<file path="config.mk">
export PLATFORM = sky130hd
export DESIGN_NAME = ram_tdp_fifo
export DESIGN_NICKNAME = d
export VERILOG_FILES = /design/src/rtl/ram_fifo_pkg.sv /design/src/rtl/ram_tdp_core.sv /design/src/rtl/ram_tdp_fifo.sv
export SDC_FILE = /design/constraint.sdc
export NUM_CORES = 1
export LEC_CHECK = 0
export CAP_MARGIN = 10
export CORE_ASPECT_RATIO = 0.75
export CORE_UTILIZATION = 45
export CTS_BUF_LIST = sky130_fd_sc_hd__clkbuf_16
export CTS_CLUSTER_DIAMETER = 150
export DETAILED_ROUTE_END_ITERATION = 8
export GPL_TIMING_DRIVEN = 0
export REMOVE_ABC_BUFFERS = 1
export SLEW_MARGIN = 40
export SYNTH_ARGS = -nofsm -noshare
export SYNTH_HDL_FRONTEND = slang
export SYNTH_SLANG_ARGS = --single-unit
</file>
<file path="constraint.sdc">
create_clock -name clk -period 5.58 [get_ports clk]
set_input_delay 0.558 -clock clk [delete_from_list [all_inputs] [get_ports clk]]
set_output_delay 0.558 -clock clk [all_outputs]
set_load 0.02 [all_outputs]
</file>
<file path="src/rtl/ram_fifo_pkg.sv">
// rtl/ram_fifo_pkg.sv - shared defaults and pointer helper for the TDP-RAM FIFO
package ram_fifo_pkg;

  localparam int DEF_DATA_W = 8;
  localparam int DEF_ADDR_W = 6;
  localparam int DEF_DEPTH  = 64;

  // Advance a ring pointer, wrapping DEPTH-1 back to 0 even for non-power-of-2 depths.
  function automatic int wrap_inc(input int ptr, input int depth);
    return (ptr + 1 >= depth) ? 0 : ptr + 1;
  endfunction

endpackage

</file>
<file path="src/rtl/ram_tdp_core.sv">
// rtl/ram_tdp_core.sv - DEPTH x DATA_W dual-port RAM, write-only port A, read-first registered port B
module ram_tdp_core #(
  parameter int DATA_W = 8,
  parameter int ADDR_W = 6,
  parameter int DEPTH  = 64
) (
  input  logic              clk,
  input  logic              we_a,
  input  logic [ADDR_W-1:0] addr_a,
  input  logic [DATA_W-1:0] din_a,
  input  logic              en_b,
  input  logic [ADDR_W-1:0] addr_b,
  output logic [DATA_W-1:0] dout_b
);

  logic [DATA_W-1:0] mem [DEPTH];

  always_ff @(posedge clk) begin
    if (we_a) mem[addr_a] <= din_a;
  end

  // Same-edge read of the address being written returns the old word.
  always_ff @(posedge clk) begin
    if (en_b) dout_b <= mem[addr_b];
  end

endmodule

</file>
<file path="src/rtl/ram_tdp_fifo.sv">
// rtl/ram_tdp_fifo.sv - synchronous FIFO over a true dual-port RAM with occupancy and error pulses
module ram_tdp_fifo
  import ram_fifo_pkg::*;
#(
  parameter int DATA_W = DEF_DATA_W,
  parameter int ADDR_W = DEF_ADDR_W,
  parameter int DEPTH  = DEF_DEPTH
) (
  input  logic              clk,
  input  logic              rst_n,
  input  logic              wr_en,
  input  logic [DATA_W-1:0] wr_data,
  input  logic              rd_en,
  output logic [DATA_W-1:0] rd_data,
  output logic              rd_valid,
  output logic              full,
  output logic              empty,
  output logic [ADDR_W:0]   count,
  output logic              overflow,
  output logic              underflow
);

  localparam logic [ADDR_W:0] DEPTH_C = (ADDR_W + 1)'(DEPTH);

  logic [ADDR_W-1:0] wr_ptr;
  logic [ADDR_W-1:0] rd_ptr;
  logic [ADDR_W:0]   count_next;
  logic              wr_acc;
  logic              rd_acc;
  logic              rd_seen;
  logic [DATA_W-1:0] ram_q;

  always_comb begin
    wr_acc     = wr_en && (!full || rd_en);
    rd_acc     = rd_en && !empty;
    count_next = count + {{ADDR_W{1'b0}}, wr_acc} - {{ADDR_W{1'b0}}, rd_acc};
  end

  ram_tdp_core #(
    .DATA_W (DATA_W),
    .ADDR_W (ADDR_W),
    .DEPTH  (DEPTH)
  ) u_ram (
    .clk    (clk),
    .we_a   (wr_acc && rst_n),
    .addr_a (wr_ptr),
    .din_a  (wr_data),
    .en_b   (rd_acc && rst_n),
    .addr_b (rd_ptr),
    .dout_b (ram_q)
  );

  // The RAM output register is never reset, so mask it until a pop has happened since reset.
  assign rd_data = rd_seen ? ram_q : '0;

  always_ff @(posedge clk) begin
    if (!rst_n) begin
      wr_ptr    <= '0;
      rd_ptr    <= '0;
      count     <= '0;
      full      <= 1'b0;
      empty     <= 1'b1;
      rd_valid  <= 1'b0;
      overflow  <= 1'b0;
      underflow <= 1'b0;
      rd_seen   <= 1'b0;
    end else begin
      if (wr_acc) wr_ptr <= ADDR_W'(wrap_inc(32'(wr_ptr), DEPTH));
      if (rd_acc) rd_ptr <= ADDR_W'(wrap_inc(32'(rd_ptr), DEPTH));
      if (rd_acc) rd_seen <= 1'b1;
      count     <= count_next;
      full      <= (count_next == DEPTH_C);
      empty     <= (count_next == '0);
      rd_valid  <= rd_acc;
      overflow  <= wr_en && !wr_acc;
      underflow <= rd_en && !rd_acc;
    end
  end

endmodule

</file>
Yosys cells after proc, flatten, opt, wreduce, memory -nomap -nowiden:

Memory sizes are Yosys's and may differ from the RTL's. A register that Yosys moved wholly into a read port is not among the register bits.
Cells that the tools add are included.

* bits in registers: 25
* bits in latches: 0
* memory bits (writable): 512
* bits in read-only memories: 0
* input bits: 12
* output and inout bits: 20
* logic and storage cells: 34
* memories kept: 1

* $add $sub $neg: 4
* $mul: 0
* divide/modulo/power cells: 0
* $lt $le $gt $ge: 2
* eq/ne operators: 1
* shift operators: 0
* multiplexer cells: 5
* bitwise logic cells: 0
* reductions and logical operators: 12

Memories
* u_ram.mem: depth 64, bits a word 8, rd ports 1, clocked after memory_dff 1, write ports 1, line ram_tdp_core.sv:16 `logic [DATA_W-1:0] mem [DEPTH];`

Operators by type and width (count)
* $add 6x1->7 const B: 2
* $ge 7x7->1 const B: 2
* $mux 6: 2
* $mux 8: 1
* $add 7x1->7: 1
* $eq 7x7->1 const B: 1
* $logic_not 7->1: 1
* $sub 7x1->7: 1
* $logic_and 1x1->1: 6
* $logic_not 1->1: 4
* $mux 1: 2
* $logic_or 1x1->1: 1

Logic depth before layout (Yosys ltp):

Gate-level depths: netlist of the first run.

* depth after elaboration: 6
* depth in mapped cells: 15
* depth with buffers taken out: 14

Hierarchy:

Synthesis of the first run repeated with hierarchy kept, for this count alone.

* cell total of the unflattened synthesis: 1075
* area, all modules: 21479.4 um^2

Modules (own cells, without submodules)
* ram_tdp_core: instances 1, cells each 940, area each 20246.9 um^2, seq. area each 15615.0 um^2
* ram_tdp_fifo: instances 1, cells each 135, area each 1232.4 um^2, seq. area each 500.5 um^2

Worst setup path before layout of the first run:

No wires, ideal clock.

* kind: input-to-reg
* from: input rd_en
* to: register empty
* setup time: 0.070 ns
* data arrival time: 3.189 ns
* data required time: 5.510 ns
* setup slack: 2.321 ns
* cell stages on the path: 15
* cell sequence: nand2b_1 -> and2_1 -> clkbuf_1 -> inv_1 -> ha_1 -> inv_1 -> ha_1 -> inv_1 -> fa_1 -> nor2b_1 -> o21ai_0 -> a21boi_0 -> nor2_1 -> or3b_2 -> a21oi_1

* longest elaborated chain between the ends: 5
* elaborated cells on any way between the ends: 6
* those cells by class: add/sub (2); reduce/logical (4)

RTL lines
* start: declaration: line ram_tdp_fifo.sv:13 `input logic rd_en,`
* $logic_or 1x1->1: line ram_tdp_fifo.sv:34 `wr_acc = wr_en && (!full || rd_en);`
* $logic_and 1x1->1: line ram_tdp_fifo.sv:34
* $add 7x1->7: line ram_tdp_fifo.sv:36 `count_next = count + {{ADDR_W{1'b0}}, wr_acc} - {{ADDR_W{1'b0}}, rd_acc};`
* $sub 7x1->7 (*): line ram_tdp_fifo.sv:36
* $logic_not 7->1 (*): line ram_tdp_fifo.sv:73 `empty <= (count_next == '0);`
* end signal: assignment: line ram_tdp_fifo.sv:73
* end: declaration: line ram_tdp_fifo.sv:17 `output logic empty,`

Mark *: on every way between the ends. The rest lies on a longest branch, timed or not.
A chain may end at the register's enable or synchronous reset.

Worst setup path in the final report of the first run:

Same ends and word-level chain as after synthesis.

==> results of run 1 <==
[power breakdown]
group	total [mW]	leakage [nW]	switching, mW	internal (mW)
combinational	1.16	1.66	0.611	0.547
sequential	4.59	4.88	0.0605	4.53
clock	3.26	0.832	1.46	1.80
[layer usage]
| layer | part of all wire, % | wire (µm) |
|---|---|---|
| met4 | 1.3 | 603 |
| met3 | 7.6 | 3578 |
| met2 | 44 | 20460 |
| met1 | 47 | 22290 |
| met5 | 0 | 0 |
[flip-flops by register name (all words and copies together) (netlist names)]
register	cells
wr_ptr	6
empty	1
full	1
rd_ptr	6
u_ram.dout_b	8
u_ram.mem	512
rd_valid	1
overflow	1
rd_seen	1
count	7
underflow	1
[worst max-delay path: stages]
cell and delay [ns]:
clkdlybuf4s50_1 0.48, nand2b_1 0.12, and2_1 0.39, inv_1 0.19, ha_1 0.32, inv_1 0.10, ha_1 0.21, inv_1 0.07
fa_1 0.42, nor2b_1 0.11, o21ai_0 0.11, a21boi_0 0.35, nor2_1 0.12, or3b_2 0.46, a21oi_1 0.16
[per-stage QoR]
stage / worst slack [ns] / power [mW] / hold WS, ns / utilization, %
floorplan: -1.029 / 5.483 / 0.5057 / -
global placement: -4.178 / 5.919 / 0.4635 / 47.69
detailed placement: 1.374 / 5.843 / 0.4792 / 48.45
CTS: 1.967 / 9.082 / 0.3520 / 51.79
global route: 1.655 / 9.327 / 0.3615 / 51.93
finish: 1.901 / 9.009 / 0.3739 / 51.93
[kinds of logic (layout without fill, tap and decap cells)]
family,Yosys count,after routing
flip-flops,545,545
AND/OR/NAND/NOR,205,205
multiplexers,152,152
AO/OA/AOI/OAI,108,108
buffers and inverters,71,153
XOR/XNOR,11,11
adder cells (fa/ha/maj),10,10
[cells in the final DEF (no fill, tap or decap), drive strengths merged, types with 2 or more instances in the layout]
master / instances
a22oi: 48
nand3: 11
mux2: 16
and2: 24
inv: 32
nand3b: 4
and3: 5
nor2b: 10
nand4: 3
a211oi: 8
nand2b: 3
mux4: 112
a221o: 7
clkinv: 16
clkdlybuf4s50: 22
a21boi: 3
nor3: 8
a31oi: 8
edfxtp: 520
mux2i: 24
xnor2: 7
ha: 9
a21oi: 5
nor2: 80
dfxtp: 25
nor4b: 2
o21ai: 16
or3b: 2
buf: 27
xor2: 4
nor3b: 3
bufinv: 2
nand2: 47
clkbuf: 53
o22ai: 7
[layout make-up]
| class | count | area, µm² | share of cell area (%) |
|---|---|---|---|
| multi-input combinational | 486 | 4971 | 20.61 |
| clock inverter | 40 | 222.7 | 0.9232 |
| tap | 630 | 788.3 | 3.267 |
| clock buffer | 53 | 1326 | 5.498 |
| sequential | 545 | 16130 | 66.86 |
| inverter | 11 | 41.29 | 0.1712 |
| timing repair buffer | 49 | 645.6 | 2.676 |
[worst max-delay path by stage]
stage,endpoint,slack (ns),start
floorplan,u_ram.dout_b[0]$_DFFE_PP_,-1.03,rd_ptr[0]$_SDFFE_PN0P_
global placement,u_ram.dout_b[2]$_DFFE_PP_,-4.18,rd_ptr[0]$_SDFFE_PN0P_
detailed placement,empty$_SDFF_PN1_,1.37,rd_en
CTS,empty$_SDFF_PN1_,1.97,rd_en
global route,empty$_SDFF_PN1_,1.65,rd_en
finish,empty$_SDFF_PN1_,1.90,rd_en
==> reports/metrics.cfg, run 1 <==
[synthesis]
muxShareOfSynthArea_pct = 13.78
synth_xor_area_share_pct = 0.4511
synthFlopType = edfxtp_1
syn_avg_cell_area_um2 = 19.38
synth_compound_area_share_pct = 3.562
synthCells = 1102
synth_top_family_by_area = multiplexers
synth_area_leaders = edfxtp_1, mux4_2, dfxtp_1
seq_area_frac_synth_pct = 75.45
ys_seq_elements = 545
syn_area_mm2 = 0.02136
synthAdderAreaFrac_pct = 0.6209
ys_warn_count = 0
async_reset_ff_share_pct = 0
synth-simple-area-share_pct = 4.534
synthTopCellsByCount = edfxtp_1, mux4_2, nor2_1, a22oi_1, nand2_1
yosysMostFrequentCell = edfxtp_1
synth.top_cell.area_share_pct = 73.11
yosys.area.top_type = edfxtp_1
synth_cell_type_count = 48
synth_enable_flop_cells = 520

[hold_path]
holdPathEnd = u_ram.mem[44][0]$_DFFE_PP_
min_path_type = in2reg
holdPathStages = 1
hp-start = wr_data[0]

[timing]
rsz0062_at_grt = false
slew_headroom_pct = 42.87
setup_viol = 0
maxSlewViolCount = 0
hold_viol_final = 0
tightest_slew_ns = 0.8544
fin_crit_sh_pct = 65.93
clock_skew_ns = 0.02012
post-route-min-period_ns = 3.679
fmax_ghz = 0.2718
fin_setup_tns_ns = 0

[floorplan]
fp-row-count = 68
die-area_mm2 = 0.04835
core_mm2 = 0.04645
die_h_um = 190.7
die_w_um = 253.6
io_pins = 32
start_util_pct = 45.98

[route]
vias = 10391
wl_per_cell_um = 25.87
viasPerCell = 5.728
drc = 0
wl_mm = 46.93
postRouteAntennaNets = 0
dr.pass1.iters = 6
drtIter0Drc = 1038

[final_layout]
area_growth_syn_to_layout_pct = 12.95
finalInstanceArea_mm2 = 0.02412
antenna_cells = 0
final_cells = 1814
fillCellCount = 3746
drive_gt1_share_pct = 21.28
nets = 1167

[clock_network]
clk_latency_ns = 0.58
cts_max_level = 2
cts_resized = 0
cts_hold_repair.buffers = 0
cts_tree = built
numCtsBuffers = 52
clock-sinks = 545
postCtsSetupBuffers = 0
clk_pin_slew_ns = 0.06
root_buffer = clkbuf_16
clk_path_buf_depth = 3

[place]
dp_cells = 1721
gp_congestion = 0.8486
port_buffers = 31
dp_hpwl_mm = 29.70
placedInstanceArea_mm2 = 0.02251

[global_routing]
grt_overflow_total = 0
grt_util_all_layers_pct = 19.95
grt_pass1_vias = 10378
top_usage_layer = met1
grt_max_degree = 49
antenna_found_initial = 0
grt_pass1_wl_mm = 69.41
met3_usage_pct = 4.068
grtUsageMet2_pct = 28.28
use_met1_pct = 31.70

[pwr]
cellPowerDensity_mw_per_mm2 = 373.4
ir_drop_mv = 0.2392
p_leak_nw = 7.378

[critical_path]
crit_path_end_kind = flip-flop
critPathLaunchType = primary input
reg2reg_setup_slack_ns = 2.09
worstPathRequired_ns = 6.08
crit_type = in2reg
cp_max_fo = 9
reg2reg_to = empty$_SDFF_PN1_
reg2reg_depth = 14
rr_startpoint = full$_SDFF_PN0_
arrival_ns = 4.18

[status]
outcome = finished, final reports clean

[run]
cap_viol_max_count = 0

Note: power is estimated with default switching activity, not from simulation.
==> inputs of run 2 (changes only) <==
==> constraint.sdc (replaced) <==
create_clock -name clk -period 3.4 [get_ports clk]
set_input_delay 0.34 -clock clk [delete_from_list [all_inputs] [get_ports clk]]
set_output_delay 0.34 -clock clk [all_outputs]
set_load 0.02 [all_outputs]
==> run 2 against run 1 <==
Combinational power grew 67%. Final cell count grew 0.11%. Sequential power grew 64%. Flip-flop and latch count is the same. Count of clock-buffer cells in the layout is the same. Cell area grew 0.12%. Clock skew grew 0.00066 ns. Utilization grew 0.065 points. Critical path depth shrank 1. Die area is the same. Worst hold slack lost 0.22 ns.
==> reports/metrics.cfg, run 2 (same netlist as run 1, synthesis figures left out) <==
[final_layout]
mostFrequentLayoutCells = edfxtp_1, mux4_2, nor2_1
final_common_cell = edfxtp_1
final_cells = 1816  ; +0.11%
area_growth_syn_to_layout_pct = 13.09
multi_input_area_mm2 = 0.004982  ; +0.23%
finalInstanceArea_mm2 = 0.02415  ; +0.12%
antenna_cells = 0  ; unchanged
fin_util_pct = 52.00  ; +0.065 points
reg_top3 = u_ram.mem (512), u_ram.dout_b (8), count (7)
drive_gt1_share_pct = 21.75  ; +0.47 points
largest_reg_flops = 512  ; unchanged
nets = 1169  ; +0.17%
regMostFlops = u_ram.mem
fillCellCount = 3747  ; +0.027%
register_area_mm2 = 0.01613  ; unchanged

[place]
pre_cts_ws_ns = -0.5878  ; -1.962 ns
placedInstanceArea_mm2 = 0.02251  ; unchanged
dp_hpwl_mm = 29.70  ; unchanged
port_buffers = 31  ; unchanged
gp_congestion = 0.8486  ; unchanged
dp_cells = 1721  ; unchanged

[critical_path]
reg2reg_depth = 14  ; unchanged
cp.depth = 14  ; -1
crit_end = empty$_SDFF_PN1_
reg2reg_setup_slack_ns = 0.23  ; -1.86 ns
cp_max_fo = 9  ; unchanged
cp_top_family = simple AND/OR/NAND/NOR gates
crit_start = full$_SDFF_PN0_
cpMostUsedCell = inv_1
crit_path_end_kind = flip-flop
arrival_ns = 3.68  ; -0.50 ns
critPathLaunchType = flip-flop
cp_cell_sequence = nand2b_1 > and2_2 > inv_1 > ha_1 > inv_1 > ha_1 > inv_1 > fa_1 > nor2b_1 > o21ai_0 > a21boi_2 > nor2_1 > or3b_2 > a21oi_1
rr_startpoint = full$_SDFF_PN0_
slowest_delay_ns = 0.45  ; -0.03 ns
cp.buffers_inverters = 3  ; -1
crit_slowest_cell = or3b_2
crit_type = reg2reg
reg2reg_to = empty$_SDFF_PN1_
worstPathRequired_ns = 3.91  ; -2.17 ns

[hold_path]
min_path_type = in2reg

[clock_network]
cts_tree = built
cts_max_level = 2  ; unchanged
clock-sinks = 545  ; unchanged
clk_pin_slew_ns = 0.06  ; about the same
clk_latency_ns = 0.58  ; about the same
clk_path_buf_depth = 3  ; unchanged
root_buffer = clkbuf_16
numCtsBuffers = 52  ; unchanged

[route]
dr.pass1.iters = 5  ; -1
viasPerCell = 5.748  ; +0.34%
drc = 0  ; unchanged
postRouteAntennaNets = 0  ; unchanged
drtIter0Drc = 995  ; -4.1%
wl_per_cell_um = 25.92  ; +0.18%
wl_mm = 47.06  ; +0.29%
vias = 10438  ; +0.45%

[timing]
maxSlewViolCount = 0  ; unchanged
slew_headroom_pct = 42.26  ; -0.61 points
fin_ws_ns = 0.2311  ; -1.670 ns
fmax_ghz = 0.3156
post-route-min-period_ns = 3.169
whs_ns = 0.1526  ; -0.2213 ns
hold_viol_final = 0  ; unchanged
rsz0062_at_grt = false
tightest_slew_ns = 0.8635  ; +0.009086 ns
fin_setup_tns_ns = 0  ; unchanged
fin_crit_sh_pct = 93.20
setup_viol = 0  ; unchanged
clock_skew_ns = 0.02078  ; +0.0006597 ns

[global_routing]
grt_pass1_vias = 10378  ; unchanged
grt_overflow_total = 0  ; unchanged
grt_max_degree = 49  ; unchanged
grt_util_all_layers_pct = 19.95  ; unchanged
antenna_found_initial = 0  ; unchanged
grt_pass1_wl_mm = 69.41  ; unchanged

[pwr]
p_leak_nw = 7.390  ; +0.16%
ir_drop_mv = 0.3926  ; +64%
power_mw = 14.83  ; +65%
cellPowerDensity_mw_per_mm2 = 614.1  ; +64%

[run]
cap_viol_max_count = 0  ; unchanged

[floorplan]
die-area_mm2 = 0.04835  ; unchanged
start_util_pct = 45.98  ; unchanged
io_pins = 32  ; unchanged
die_h_um = 190.7  ; unchanged
core_mm2 = 0.04645  ; unchanged
die_w_um = 253.6  ; unchanged
fp-row-count = 68  ; unchanged

[status]
outcome = finished, final reports clean

run 2: worst min-delay path by stage:
stage / from / end / slack, ns / cells after the start
floorplan: rst_n / empty$_SDFF_PN1_ / 0.43 / 1
global placement: full$_SDFF_PN0_ / overflow$_SDFF_PN0_ / 0.46 / 2
detailed placement: full$_SDFF_PN0_ / overflow$_SDFF_PN0_ / 0.48 / 2
CTS: wr_data[0] / u_ram.mem[46][0]$_DFFE_PP_ / 0.13 / 1
global route: wr_data[0] / u_ram.mem[3][0]$_DFFE_PP_ / 0.14 / 1
finish: wr_data[0] / u_ram.mem[44][0]$_DFFE_PP_ / 0.15 / 1
run 2: worst reg2reg max path, stage by stage (launching register included):
cell and delay, ns:
dfxtp_1 0.32, nand2b_1 0.09, and2_2 0.28, inv_1 0.14
ha_1 0.31, inv_1 0.10, ha_1 0.21, inv_1 0.07
fa_1 0.42, nor2b_1 0.11, o21ai_0 0.14, a21boi_2 0.22
nor2_1 0.09, or3b_2 0.45, a21oi_1 0.15
run 2: report_power, final:
| group | internal [mW] | switching, mW | total [mW] |
|---|---|---|---|
| clock | 2.95 | 2.40 | 5.36 |
| sequential | 7.44 | 0.0987 | 7.54 |
| combinational | 0.918 | 1.02 | 1.94 |
run 2: timing repair:
action,4_1_cts,5_1_grt
pin swaps,0,1
gates resized for setup,1,4
hold buffers,0,0
endpoints found under the setup margin,1,2
setup buffers,0,2
run 2: cell type report:
class | instances | area share, %
Timing Repair Buffer | 51 | 2.735
Inverter | 11 | 0.1865
Clock inverter | 40 | 0.9220
Tap cell | 630 | 3.263
Multi-Input combinational cell | 486 | 20.63
Clock buffer | 53 | 5.491
Sequential cell | 545 | 66.78
run 2: routing by layer:
metal | global-route usage (%) | up-vias | wire (µm)
li1 | - | 4557 | -
met1 | 31.70 | 5434 | 22390
met2 | 28.28 | 387 | 20470
met3 | 4.068 | 60 | 3574
met4 | 4.126 | 0 | 633
met5 | 0 | - | 0
